--- src/rtl/ro_burst_responder.sv ---
// Read-only burst responder: accepts one aligned line-fill request at a time,
// splits it into pipelined single-word backing reads, returns words in order.
module ro_burst_responder #(
  parameter int unsigned MAX_OUTSTANDING = 4,
  parameter int unsigned ADDR_W          = 30
) (
  input  logic              clk,
  input  logic              rst,
  input  logic              request,
  input  logic [ADDR_W-1:0] addr,
  input  logic [4:0]        rlen,
  output logic              ack,
  output logic              rvalid,
  output logic [31:0]       rdata,
  output logic              bmem_req,
  output logic [ADDR_W-1:0] bmem_addr,
  input  logic              bmem_gnt,
  input  logic              bmem_rvalid,
  input  logic [31:0]       bmem_rdata,
  output logic              busy
);

  localparam int unsigned OW = $clog2(MAX_OUTSTANDING) + 1;
  localparam logic [OW-1:0] MAX_OUT = OW'(MAX_OUTSTANDING);

  typedef enum logic [1:0] {
    IDLE  = 2'd0,
    ISSUE = 2'd1,
    DRAIN = 2'd2
  } state_e;

  state_e            state_q;
  logic [ADDR_W-1:0] base_q;
  logic [4:0]        len_q;
  logic [4:0]        issue_cnt_q;
  logic [4:0]        ret_cnt_q;
  logic [OW-1:0]     out_q;
  logic [OW-1:0]     out_d;
  logic              ack_q;
  logic              rvalid_q;
  logic [31:0]       rdata_q;

  logic grant;
  logic ret;
  logic ret_last;
  logic issue_last;

  // Slot decision uses only the registered count; same-cycle returns don't help.
  assign bmem_req   = (state_q == ISSUE) && (out_q < MAX_OUT);
  assign bmem_addr  = base_q + ADDR_W'(issue_cnt_q);
  assign grant      = bmem_req && bmem_gnt;
  assign ret        = bmem_rvalid && (out_q != '0);
  assign ret_last   = ret && (ret_cnt_q == len_q);
  assign issue_last = grant && (issue_cnt_q == len_q);

  assign ack    = ack_q;
  assign rvalid = rvalid_q;
  assign rdata  = rdata_q;
  assign busy   = (state_q != IDLE);

  always_comb begin
    out_d = out_q;
    if (grant && !ret) begin
      out_d = out_q + 1'b1;
    end else if (!grant && ret) begin
      out_d = out_q - 1'b1;
    end
  end

  always_ff @(posedge clk or negedge rst) begin
    if (!rst) begin
      state_q     <= IDLE;
      base_q      <= '0;
      len_q       <= '0;
      issue_cnt_q <= '0;
      ret_cnt_q   <= '0;
      out_q       <= '0;
      ack_q       <= 1'b0;
      rvalid_q    <= 1'b0;
      rdata_q     <= '0;
    end else begin
      ack_q    <= 1'b0;
      rvalid_q <= ret;
      out_q    <= out_d;
      if (ret) begin
        rdata_q   <= bmem_rdata;
        ret_cnt_q <= ret_cnt_q + 5'd1;
      end
      if (grant) begin
        issue_cnt_q <= issue_cnt_q + 5'd1;
      end
      unique case (state_q)
        IDLE: begin
          if (request) begin
            ack_q       <= 1'b1;
            state_q     <= ISSUE;
            base_q      <= addr & ~ADDR_W'(rlen);
            len_q       <= rlen;
            issue_cnt_q <= '0;
            ret_cnt_q   <= '0;
          end
        end
        ISSUE: begin
          if (ret_last) begin
            state_q <= IDLE;
          end else if (issue_last) begin
            state_q <= DRAIN;
          end
        end
        DRAIN: begin
          if (ret_last) begin
            state_q <= IDLE;
          end
        end
        default: state_q <= IDLE;
      endcase
    end
  end

endmodule

--- config.mk ---
export PLATFORM = sky130hd
export DESIGN_NAME = ro_burst_responder
export DESIGN_NICKNAME = d
export VERILOG_FILES = /design/src/rtl/ro_burst_responder.sv
export SDC_FILE = /design/constraint.sdc
export NUM_CORES = 1
export LEC_CHECK = 0
export BUFFER_PORTS_ARGS = -buffer_cell sky130_fd_sc_hd__buf_4
export CAP_MARGIN = 20
export CORE_UTILIZATION = 40
export CTS_CLUSTER_SIZE = 30
export DETAILED_ROUTE_END_ITERATION = 8
export GPL_ROUTABILITY_DRIVEN = 0
export MAX_ROUTING_LAYER = met4
export PLACE_DENSITY = 0.67
export SYNTH_ARGS = -nofsm -noshare
export SYNTH_HDL_FRONTEND = slang
export SYNTH_SLANG_ARGS = --single-unit
--- constraint.sdc ---
create_clock -name clk -period 3.39 [get_ports clk]
set_clock_uncertainty 0.15 [all_clocks]
set_input_delay 0 -clock clk [delete_from_list [all_inputs] [get_ports clk]]
set_output_delay 0 -clock clk [all_outputs]
set_load 0.005 [all_outputs]
==> run summary, run 1 <==
Slew Limit Fails -> 0
Critical-path maximum fanout -> 13
H-tree depth -> 3
First-pass GRT wire length -> 19200 um
Initial antenna violation count -> 0
IO buf count -> 137
GRT Overall Usage -> 0.222
Reg-to-Reg Start -> out_q[2]
Top_reg_cell synth -> dfrtp_1
Clk buf depth -> 2
Post-CTS Setup Repair Bufs -> 0
Worst EP arrival -> 2.66 ns
Die area -> 10900 um^2
Netlist cell types -> 39
Layout cells sized above 1 -> 0.250
Outcome -> completed
Leak -> 3.20 nW
Worst-case vdd ir drop -> 0.338 mV
Top Layer Used -> met4
Pre-CTS worst setup slack -> 0.986 ns
Fin worst setup slack -> 0.580 ns
GRT overflow -> 0
# diodes -> 0
Fmax -> 356 MHz
Finish-stage setup viols -> 0
Post-synth EDFFs -> 0
TritonCTS buffer count -> 9
Post-synth ARST share -> 1.00
Slew @ Worst Pin -> 0.852 ns
Hold EP -> state_q[0]
Post-Syn Instances -> 466
CP startpoint kind -> flop
Cell taking the most area after synthesis -> dfrtp_1
Post-route insts no fill -> 807
Sequential share of the synthesized area -> 0.501
Average cell area after synthesis -> 9.00 um^2
Area grow syn2layout -> 49.6%
Die H -> 104 um
Worst-Skew Late Latency -> 0.35 ns
Vias/cell -> 4.87
Final ANT Viol Nets -> 0
Core footprint -> 10200 um^2
WL met2 -> 5640 um
Fillers -> 865
RSZ-0062 raised after global routing -> no
DP Wirelength -> 7230 um
Metal1 wirelength -> 4900 um
Detailed Route WL -> 11300 um
Setup TNS -> 0 ns
Synth top area cells -> dfrtp_1 (50%), nand2_1 (18%), xnor2_1 (5.0%), xor2_1 (5.0%), ha_1 (2.4%)
DIE WIDTH -> 104 um
Hold path cells -> 4
Mean routed wirelength per cell -> 14.0 um
Placed Instance Area -> 5340 um^2
Pre-Repair DR Iteration Count -> 4
Synth Warn # -> 0
Cell with the most instances after synthesis -> nand2_1
Row Count -> 37
Root buffer cell -> clkbuf_8
DR iter-0 viols -> 138
Tmin final -> 2.81 ns
Worst hold path type -> input pin to flop
Met3 WL -> 577 um
P per Cell Area -> 709 nW/um^2
Largest net degree at the start of global routing -> 67
Required @ worst endpoint -> 3.24 ns
Clock sink count -> 84
Synthesized flop and latch total -> 84
Worst setup EP type -> output pin
R2R cell count -> 8
Vias in the first global route -> 4106
Syn_nets -> 548
Worst-path clk slew -> 0.09 ns
Relative slew slack -> 0.432
Total power -> 4.45 mW
Most frequent cells after synthesis -> nand2_1 (201), dfrtp_1 (84), xnor2_1 (24), xor2_1 (24), nor2_1 (16)
Fin crit share -> 0.829
Post-synth top area share -> 0.501
Initial Util -> 0.410
Number of remaining DRC errors -> 0
Netlist Area Pre-Place -> 4190 um^2
Final Hold Vio Count -> 0
# Max-Cap Violations -> 0
Reg2Reg Capture Point -> out_q[2]
Dpl cells -> 723
Final cell area excluding filler cells -> 6270 um^2
CTS tree -> built
Crit path kind -> flop to output pin
IO Count -> 138
Start point of the worst hold path -> request
R2R Setup Slk -> 1.21 ns
Nets@finish -> 748
Vias -> 3928
==> worst max-delay path, stage by stage (launching register included) <==
cell and delay [ns]:
dfrtp_1 0.46, ha_1 0.21, inv_1 0.06, fa_1 0.40
nor2b_1 0.19, o31a_1 0.48, o2111ai_1 0.19, xnor2_1 0.19
buf_4 0.13
==> worst max-delay path by stage <==
| stage | slack, ns | startpoint | cells past startpoint | endpoint |
|---|---|---|---|---|
| 6_report | 0.58 | issue_cnt_q[0] | 8 | bmem_addr[12] |
| 5_1_grt | 0.37 | issue_cnt_q[0] | 8 | bmem_addr[12] |
| 4_1_cts | 0.58 | issue_cnt_q[0] | 8 | bmem_addr[12] |
| 3_5_place_dp | 0.99 | issue_cnt_q[0] | 8 | bmem_addr[12] |
| 3_3_place_gp | 1.10 | issue_cnt_q[0] | 8 | bmem_addr[8] |
| 2_1_floorplan | 1.03 | out_q[2] | 9 | out_q[2] |
==> kinds of logic (layout without fill, tap and decap cells) <==
family,Yosys count,after routing,synth area share
simple gates,251,251,0.255
flops,84,84,0.501
xor+xnor,48,48,0.100
compound gates,40,40,0.0770
buf+inv,32,237,0.0304
fa+ha+maj,10,10,0.0334
mux,1,1,0.00268
==> through the flow <==
step | utilization | hold slack (ns)
after global routing | 0.613 | 0.0724
after floorplan | - | -0.446
after detailed placement | 0.522 | 0.0113
after global placement | 0.522 | 0.00701
after CTS | 0.613 | 0.0355
final | 0.613 | 0.0343
==> cell type report <==
type	instances	area, um^2	share of cell area
inverters	11	41.3	0.00658
clock buffers	10	138	0.0219
flip-flops and latches	84	2100	0.335
clock inverters	6	111	0.0178
repair buffers	210	1750	0.278
multi-input cells	350	1960	0.313
well taps	136	170	0.0271
==> cells in the final DEF (no fill, tap or decap), types with 5 or more instances in the layout <==
master	instances
inv_1	9
clkbuf_8	10
nand2_1	201
a21oi_1	7
nand4_1	11
ha_1	8
o2111ai_1	6
dfrtp_1	84
xnor2_1	24
dlygate4sd3_1	68
a211oi_1	7
xor2_1	24
nor2_1	16
nand3b_1	5
buf_4	142
==> report_power, final <==
part / internal [mW] / switching [mW]
registers: 1.39 / 0.405
logic: 0.939 / 0.816
clock network: 0.510 / 0.385
==> sequential cells by signal, indices dropped and copies added, names as in the netlist <==
name,flops
state_q,2
rvalid,1
out_q,3
ack,1
len_q,5
base_q,30
ret_cnt_q,5
rdata,32
issue_cnt_q,5
==> timing repair <==
item | 4_1_cts | 5_1_grt
hold buffers | 68 | 0
resized for setup | 0 | 0
hold endpoints to repair | 132 | 0
==> metal layers <==
metal | track usage | vias to the layer above
li1 | - | 1909
met3 | 0.0326 | 20
met4 | 0.0694 | 0
met5 | - | -
met2 | 0.372 | 122
met1 | 0.278 | 1877
Note: power is estimated with default switching activity, not from simulation.
==> inputs of run 2 (changes only) <==
--- a/config.mk
+++ b/config.mk
@@ -12,7 +12,7 @@
 export DETAILED_ROUTE_END_ITERATION = 8
 export GPL_ROUTABILITY_DRIVEN = 0
 export MAX_ROUTING_LAYER = met4
-export PLACE_DENSITY = 0.67
+export PLACE_DENSITY = 0.69
 export SYNTH_ARGS = -nofsm -noshare
 export SYNTH_HDL_FRONTEND = slang
 export SYNTH_SLANG_ARGS = --single-unit
==> constraint.sdc (replaced) <==
create_clock -name clk -period 2.4 [get_ports clk]
set_clock_uncertainty 0.15 [all_clocks]
set_input_delay 0 -clock clk [delete_from_list [all_inputs] [get_ports clk]]
set_output_delay 0 -clock clk [all_outputs]
set_load 0.005 [all_outputs]
==> run summary, run 2 (synthesis results as in run 1) <==
DP Wirelength -> 7370 um (+2.0%)
GRT Overall Usage -> 0.233 (+0.0105)
IO Count -> 138 (unchanged)
Largest register FFs -> 32 (unchanged)
Initial antenna violation count -> 0 (unchanged)
Failing checks -> setup timing
CP startpoint kind -> flop
# Max-Cap Violations -> 0 (unchanged)
Pint -> 3.96 mW (+39%)
Root buffer cell -> clkbuf_8
Vias in the first global route -> 4164 (+1.4%)
Max stage delay on crit path -> 0.43 ns (-0.05 ns)
DR iter-0 viols -> 179 (+30%)
Fmax -> 404 MHz
Clk buf depth -> 2 (unchanged)
# diodes -> 0 (unchanged)
Sequential power share -> 0.402 (-0.002)
Worst-path clk slew -> 0.09 ns (about the same)
Die area -> 10900 um^2 (unchanged)
Vias -> 4126 (+5.0%)
Tmin final -> 2.48 ns
Detailed Route WL -> 12500 um (+11%)
Fillers -> 786 (-9.1%)
First-pass GRT wire length -> 19900 um (+3.2%)
Fin crit share -> 1.03
IO buf count -> 137 (unchanged)
Layout cells sized above 1 -> 0.304 (+0.0534)
Outcome -> finished with violations
Final cell area excluding filler cells -> 6610 um^2 (+5.3%)
Leak -> 3.32 nW (+3.7%)
Relative slew slack -> 0.580 (+0.148)
RSZ-0062 raised after global routing -> yes
CP most frequent cell -> buf_4
TritonCTS buffer count -> 9 (unchanged)
CP cell instances -> ha_4, inv_2, fa_2, nor2b_2, buf_4, buf_4, buf_4, buf_4, buf_4, o21ai_1, a21oi_2, buf_4
GRT overflow -> 0 (unchanged)
Clock Power Share -> 0.165 (-0.036)
Vias/cell -> 4.95 (+1.6%)
Die H -> 104 um (unchanged)
CTS tree -> built
Final Hold Vio Count -> 0 (unchanged)
Pre-Repair DR Iteration Count -> 6 (+2)
H-tree depth -> 3 (unchanged)
Placed Instance Area -> 5410 um^2 (+1.2%)
Required @ worst endpoint -> 2.25 ns (-0.99 ns)
Slew Limit Fails -> 0 (unchanged)
R2R cell count -> 7 (-1)
Clock sink count -> 84 (unchanged)
Net Sw Frac -> 0.381 (+0.0197)
Row Count -> 37 (unchanged)
Fin worst setup slack -> -0.0781 ns (-0.658 ns)
Worst hold path type -> input pin to async pin
CP top delay family -> buffers and inverters
Register area -> 2110 um^2 (+0.18%)
Worst EP arrival -> 2.33 ns (-0.33 ns)
Finish-stage setup viols -> 7 (+7)
Number of remaining DRC errors -> 0 (unchanged)
P per Cell Area -> 967 nW/um^2 (+37%)
Stages on the worst setup path -> 12 (+4)
Comb pwr share -> 0.434 (+0.039)
Nets@finish -> 775 (+3.6%)
Worst-Skew Late Latency -> 0.34 ns (about the same)
Area grow syn2layout -> 57.5%
Net Sw Power -> 2.43 mW (+52%)
Buf+Inv Stages, Crit Path -> 7 (+5)
Final ANT Viol Nets -> 0 (unchanged)
Area of the multi-input gates -> 2120 um^2 (+7.8%)
Worst-case vdd ir drop -> 0.408 mV (+21%)
Slew @ Worst Pin -> 0.630 ns (-0.222 ns)
Crit path kind -> flop to output pin
Setup TNS -> -0.184 ns (-0.184 ns)
Mean routed wirelength per cell -> 15.0 um (+7.4%)
Largest net degree at the start of global routing -> 46 (-31%)
Worst setup EP type -> output pin
Commonest non-fill, non-tap cell in the layout -> nand2_1
Initial Util -> 0.410 (unchanged)
Slowest-stage cell, CP -> dfrtp_2
DIE WIDTH -> 104 um (unchanged)
Core footprint -> 10200 um^2 (unchanged)
Highest-count cells in the layout ignoring fill and taps -> nand2_1 (201), buf_4 (164), dfrtp_1 (81), dlygate4sd3_1 (69), xor2_1 (24)
Critical-path maximum fanout -> 2 (-11)
run 2: final cells by class:
cell class | count | share of cell area
multi-input cells | 351 | 0.321
flip-flops and latches | 84 | 0.319
repair buffers | 236 | 0.297
well taps | 136 | 0.0258
clock buffers | 9 | 0.0188
clock inverters | 7 | 0.0125
inverters | 11 | 0.00625
run 2: worst paths after layout:
check	slack (ns)	endpoint	from
max in group asynchronous	1.38	issue_cnt_q[3]	rst
max reg2reg	0.26	out_q[2]	out_q[2]
max	-0.08	bmem_addr[4]	issue_cnt_q[0]
min	0.06	base_q[18]	rst
min reg2reg	0.34	rdata[1]	rdata[1]
min in group clk	0.06	rvalid	bmem_rvalid
run 2: worst register-to-register path: cells and delay by family (launching register included):
kind / cells / cell delay [ns]
xor+xnor: 2 / 0.30
fa+ha+maj: 2 / 0.62
simple gates: 2 / 0.51
buf+inv: 1 / 0.06
flops: 1 / 0.43
run 2: power by group through the flow:
stage | Combinational [mW] | Sequential, mW | Clock, mW
floorplan | 1.27 | 2.43 | 0
global placement | 2.34 | 2.52 | 0
detailed placement | 2.41 | 2.54 | 0
CTS | 2.60 | 2.55 | 1.08
global route | 3.06 | 2.64 | 1.14
finish | 2.77 | 2.57 | 1.05
run 2: layer usage:
layer	track usage	wire length, um	vias up
met5	-	0	-
met4	0.0857	284	0
met3	0.0338	595	28
met2	0.397	6400	162
met1	0.279	5250	1965
li1	-	-	1971
run 2: what timing repair did:
action,4_1_cts,5_1_grt
pin swaps,7,15
setup buffers,7,10
endpoints found under the setup margin,24,23
resized for setup,16,13
endpoints found under the hold margin,152,0
hold buffers,69,0
cloned,1,1
run 2: stage by stage:
step | hold slack, ns | utilization | std cells | worst slack [ns] | total power, mW
floorplan | -0.446 | - | 466 | 0.0388 | 3.70
global route | 0.0673 | 0.646 | 834 | -0.141 | 6.84
global placement | -0.103 | 0.529 | 730 | 0.286 | 4.87
finish | 0.0584 | 0.646 | 834 | -0.0781 | 6.39
CTS | 0.0426 | 0.631 | 823 | -0.0475 | 6.23
detailed placement | -0.0954 | 0.529 | 730 | 0.120 | 4.95
==> inputs of run 3 (changes only) <==
--- a/config.mk
+++ b/config.mk
@@ -13,6 +13,7 @@
 export GPL_ROUTABILITY_DRIVEN = 0
 export MAX_ROUTING_LAYER = met4
 export PLACE_DENSITY = 0.69
+export RECOVER_POWER = 25
 export SYNTH_ARGS = -nofsm -noshare
 export SYNTH_HDL_FRONTEND = slang
 export SYNTH_SLANG_ARGS = --single-unit
==> run summary, run 3 (synthesis results as in run 1) <==
TritonCTS buffer count -> 9 (unchanged)
Start point of the worst hold path -> bmem_rvalid
Number of remaining DRC errors -> 0 (unchanged)
Worst setup EP type -> output pin
Initial Util -> 0.410 (unchanged)
Placed Instance Area -> 5410 um^2 (unchanged)
Fmax -> 403 MHz (-0.10%)
Die H -> 104 um (unchanged)
Tmin final -> 2.48 ns (+0.00252 ns)
Worst EP arrival -> 2.33 ns (about the same)
IO buf count -> 137 (unchanged)
Finish-stage setup viols -> 7 (unchanged)
First-pass GRT wire length -> 19900 um (unchanged)
Vias/cell -> 4.95 (about the same)
WL met2 -> 6360 um (-0.64%)
R2R cell count -> 7 (unchanged)
Clock sink count -> 84 (unchanged)
# diodes -> 0 (unchanged)
Vias in the first global route -> 4164 (unchanged)
DP Wirelength -> 7370 um (unchanged)
CTS tree -> built
Required @ worst endpoint -> 2.25 ns (about the same)
Met3 WL -> 564 um (-5.2%)
Slew Limit Fails -> 0 (unchanged)
Register area -> 2110 um^2 (unchanged)
Pre-Repair DR Iteration Count -> 4 (-2)
DIE WIDTH -> 104 um (unchanged)
GRT Overall Usage -> 0.233 (unchanged)
Reg-to-Reg Start -> out_q[2]
Worst-Skew Late Latency -> 0.34 ns (about the same)
Relative slew slack -> 0.186 (-0.394)
Final Hold Vio Count -> 0 (unchanged)
Slew @ Worst Pin -> 1.22 ns (+0.591 ns)
Final cell area excluding filler cells -> 6590 um^2 (-0.21%)
P per Cell Area -> 967 nW/um^2 (about the same)
Initial antenna violation count -> 0 (unchanged)
Post-route insts no fill -> 834 (unchanged)
Crit path kind -> flop to output pin
Vias -> 4127 (+0.024%)
Clk buf depth -> 2 (unchanged)
Highest-count cells in the layout ignoring fill and taps -> nand2_1 (201), buf_4 (152), dfrtp_1 (81), dlygate4sd3_1 (69), xor2_1 (24)
Hold EP -> rvalid
Top Layer Used -> met4
Leak -> 3.31 nW (-0.43%)
CP startpoint kind -> flop
Largest net degree at the start of global routing -> 46 (unchanged)
Layout Utilization -> 0.644 (-0.00135)
Fin crit share -> 1.03 (+0.00105)
Metal1 wirelength -> 5250 um (about the same)
Critical-path maximum fanout -> 2 (unchanged)
Largest register FFs -> 32 (unchanged)
Final ANT Viol Nets -> 0 (unchanged)
Detailed Route WL -> 12500 um (-0.22%)
H-tree depth -> 3 (unchanged)
# Max-Cap Violations -> 0 (unchanged)
Reg2Reg Capture Point -> out_q[2]
RSZ-0062 raised after global routing -> yes
Area grow syn2layout -> 57.2%
Layout cells sized above 1 -> 0.299 (-0.00430)
Commonest non-fill, non-tap cell in the layout -> nand2_1
Mean routed wirelength per cell -> 15.0 um (-0.22%)
Nets@finish -> 775 (unchanged)
GRT overflow -> 0 (unchanged)
Root buffer cell -> clkbuf_8
IO Count -> 138 (unchanged)
Outcome -> finished with violations
Fillers -> 789 (+0.38%)
DR iter-0 viols -> 177 (-1.1%)
Worst hold path type -> input pin to flop
Dpl cells -> 730 (unchanged)
Worst-path clk slew -> 0.10 ns (about the same)
Worst-case vdd ir drop -> 0.410 mV (+0.28%)
Fin worst setup slack -> -0.0807 ns (-0.00252 ns)
Area of the multi-input gates -> 2120 um^2 (unchanged)
R2R Setup Slk -> 0.26 ns (about the same)
Failing checks -> setup timing
Die area -> 10900 um^2 (unchanged)
Core footprint -> 10200 um^2 (unchanged)
Row Count -> 37 (unchanged)
Hold path cells -> 3
Setup TNS -> -0.186 ns (-0.00272 ns)
[run 3: how the worst max path moves through the flow]
stage,end,cells after the start,from,slack (ns)
after global routing,bmem_addr[4],12,base_q[0],-0.14
after global placement,bmem_addr[8],9,issue_cnt_q[0],0.29
after floorplan,out_q[2],9,out_q[2],0.04
after detailed placement,bmem_addr[26],9,issue_cnt_q[0],0.12
after CTS,bmem_addr[8],9,base_q[0],-0.05
final,bmem_addr[4],12,issue_cnt_q[0],-0.08
[run 3: where the power goes]
part           switching [mW]  total (mW)  internal [mW]
Sequential              0.597        2.56           1.97
Combinational            1.28        2.75           1.47
Clock                   0.559        1.06          0.498
Total                    2.44        6.38           3.94
[run 3: metal layers]
metal  track usage  vias up
met5             -        -
met3        0.0338       32
li1              -     1974
met2         0.397      149
met4        0.0857        0
met1         0.279     1972
[run 3: metrics by stage]
stage / hold slack (ns) / total power, mW / setup WS, ns
2_1_floorplan: -0.446 / 3.70 / 0.0388
5_1_grt: 0.0673 / 6.82 / -0.141
4_1_cts: 0.0426 / 6.23 / -0.0475
3_5_place_dp: -0.0954 / 4.95 / 0.120
6_report: 0.0552 / 6.38 / -0.0807
3_3_place_gp: -0.103 / 4.87 / 0.286
[run 3: final cells by class]
cell class	instances	area share
multi-input cells	351	0.321
flip-flops and latches	84	0.319
repair buffers	236	0.296
well taps	136	0.0258
clock buffers	9	0.0188
clock inverters	7	0.0125
inverters	11	0.00626
[run 3: timing repair]
action / 4_1_cts / 5_1_grt
hold endpoints to repair: 152 / 0
endpoints found under the setup margin: 24 / 23
hold buffers: 69 / 0
resized for setup: 16 / 13
pin swaps: 7 / 15
cloned: 1 / 1
buffers inserted: 7 / 10
[run 3: worst max-delay path, cell delays in order, from the launching register on]
cell and delay [ns]:
dfrtp_2 0.43, ha_4 0.17, inv_2 0.05, fa_2 0.20, nor2b_2 0.05, buf_4 0.13, buf_4 0.12, buf_4 0.13
buf_4 0.12, buf_4 0.12, o21ai_1 0.22, a21oi_2 0.11, buf_4 0.14
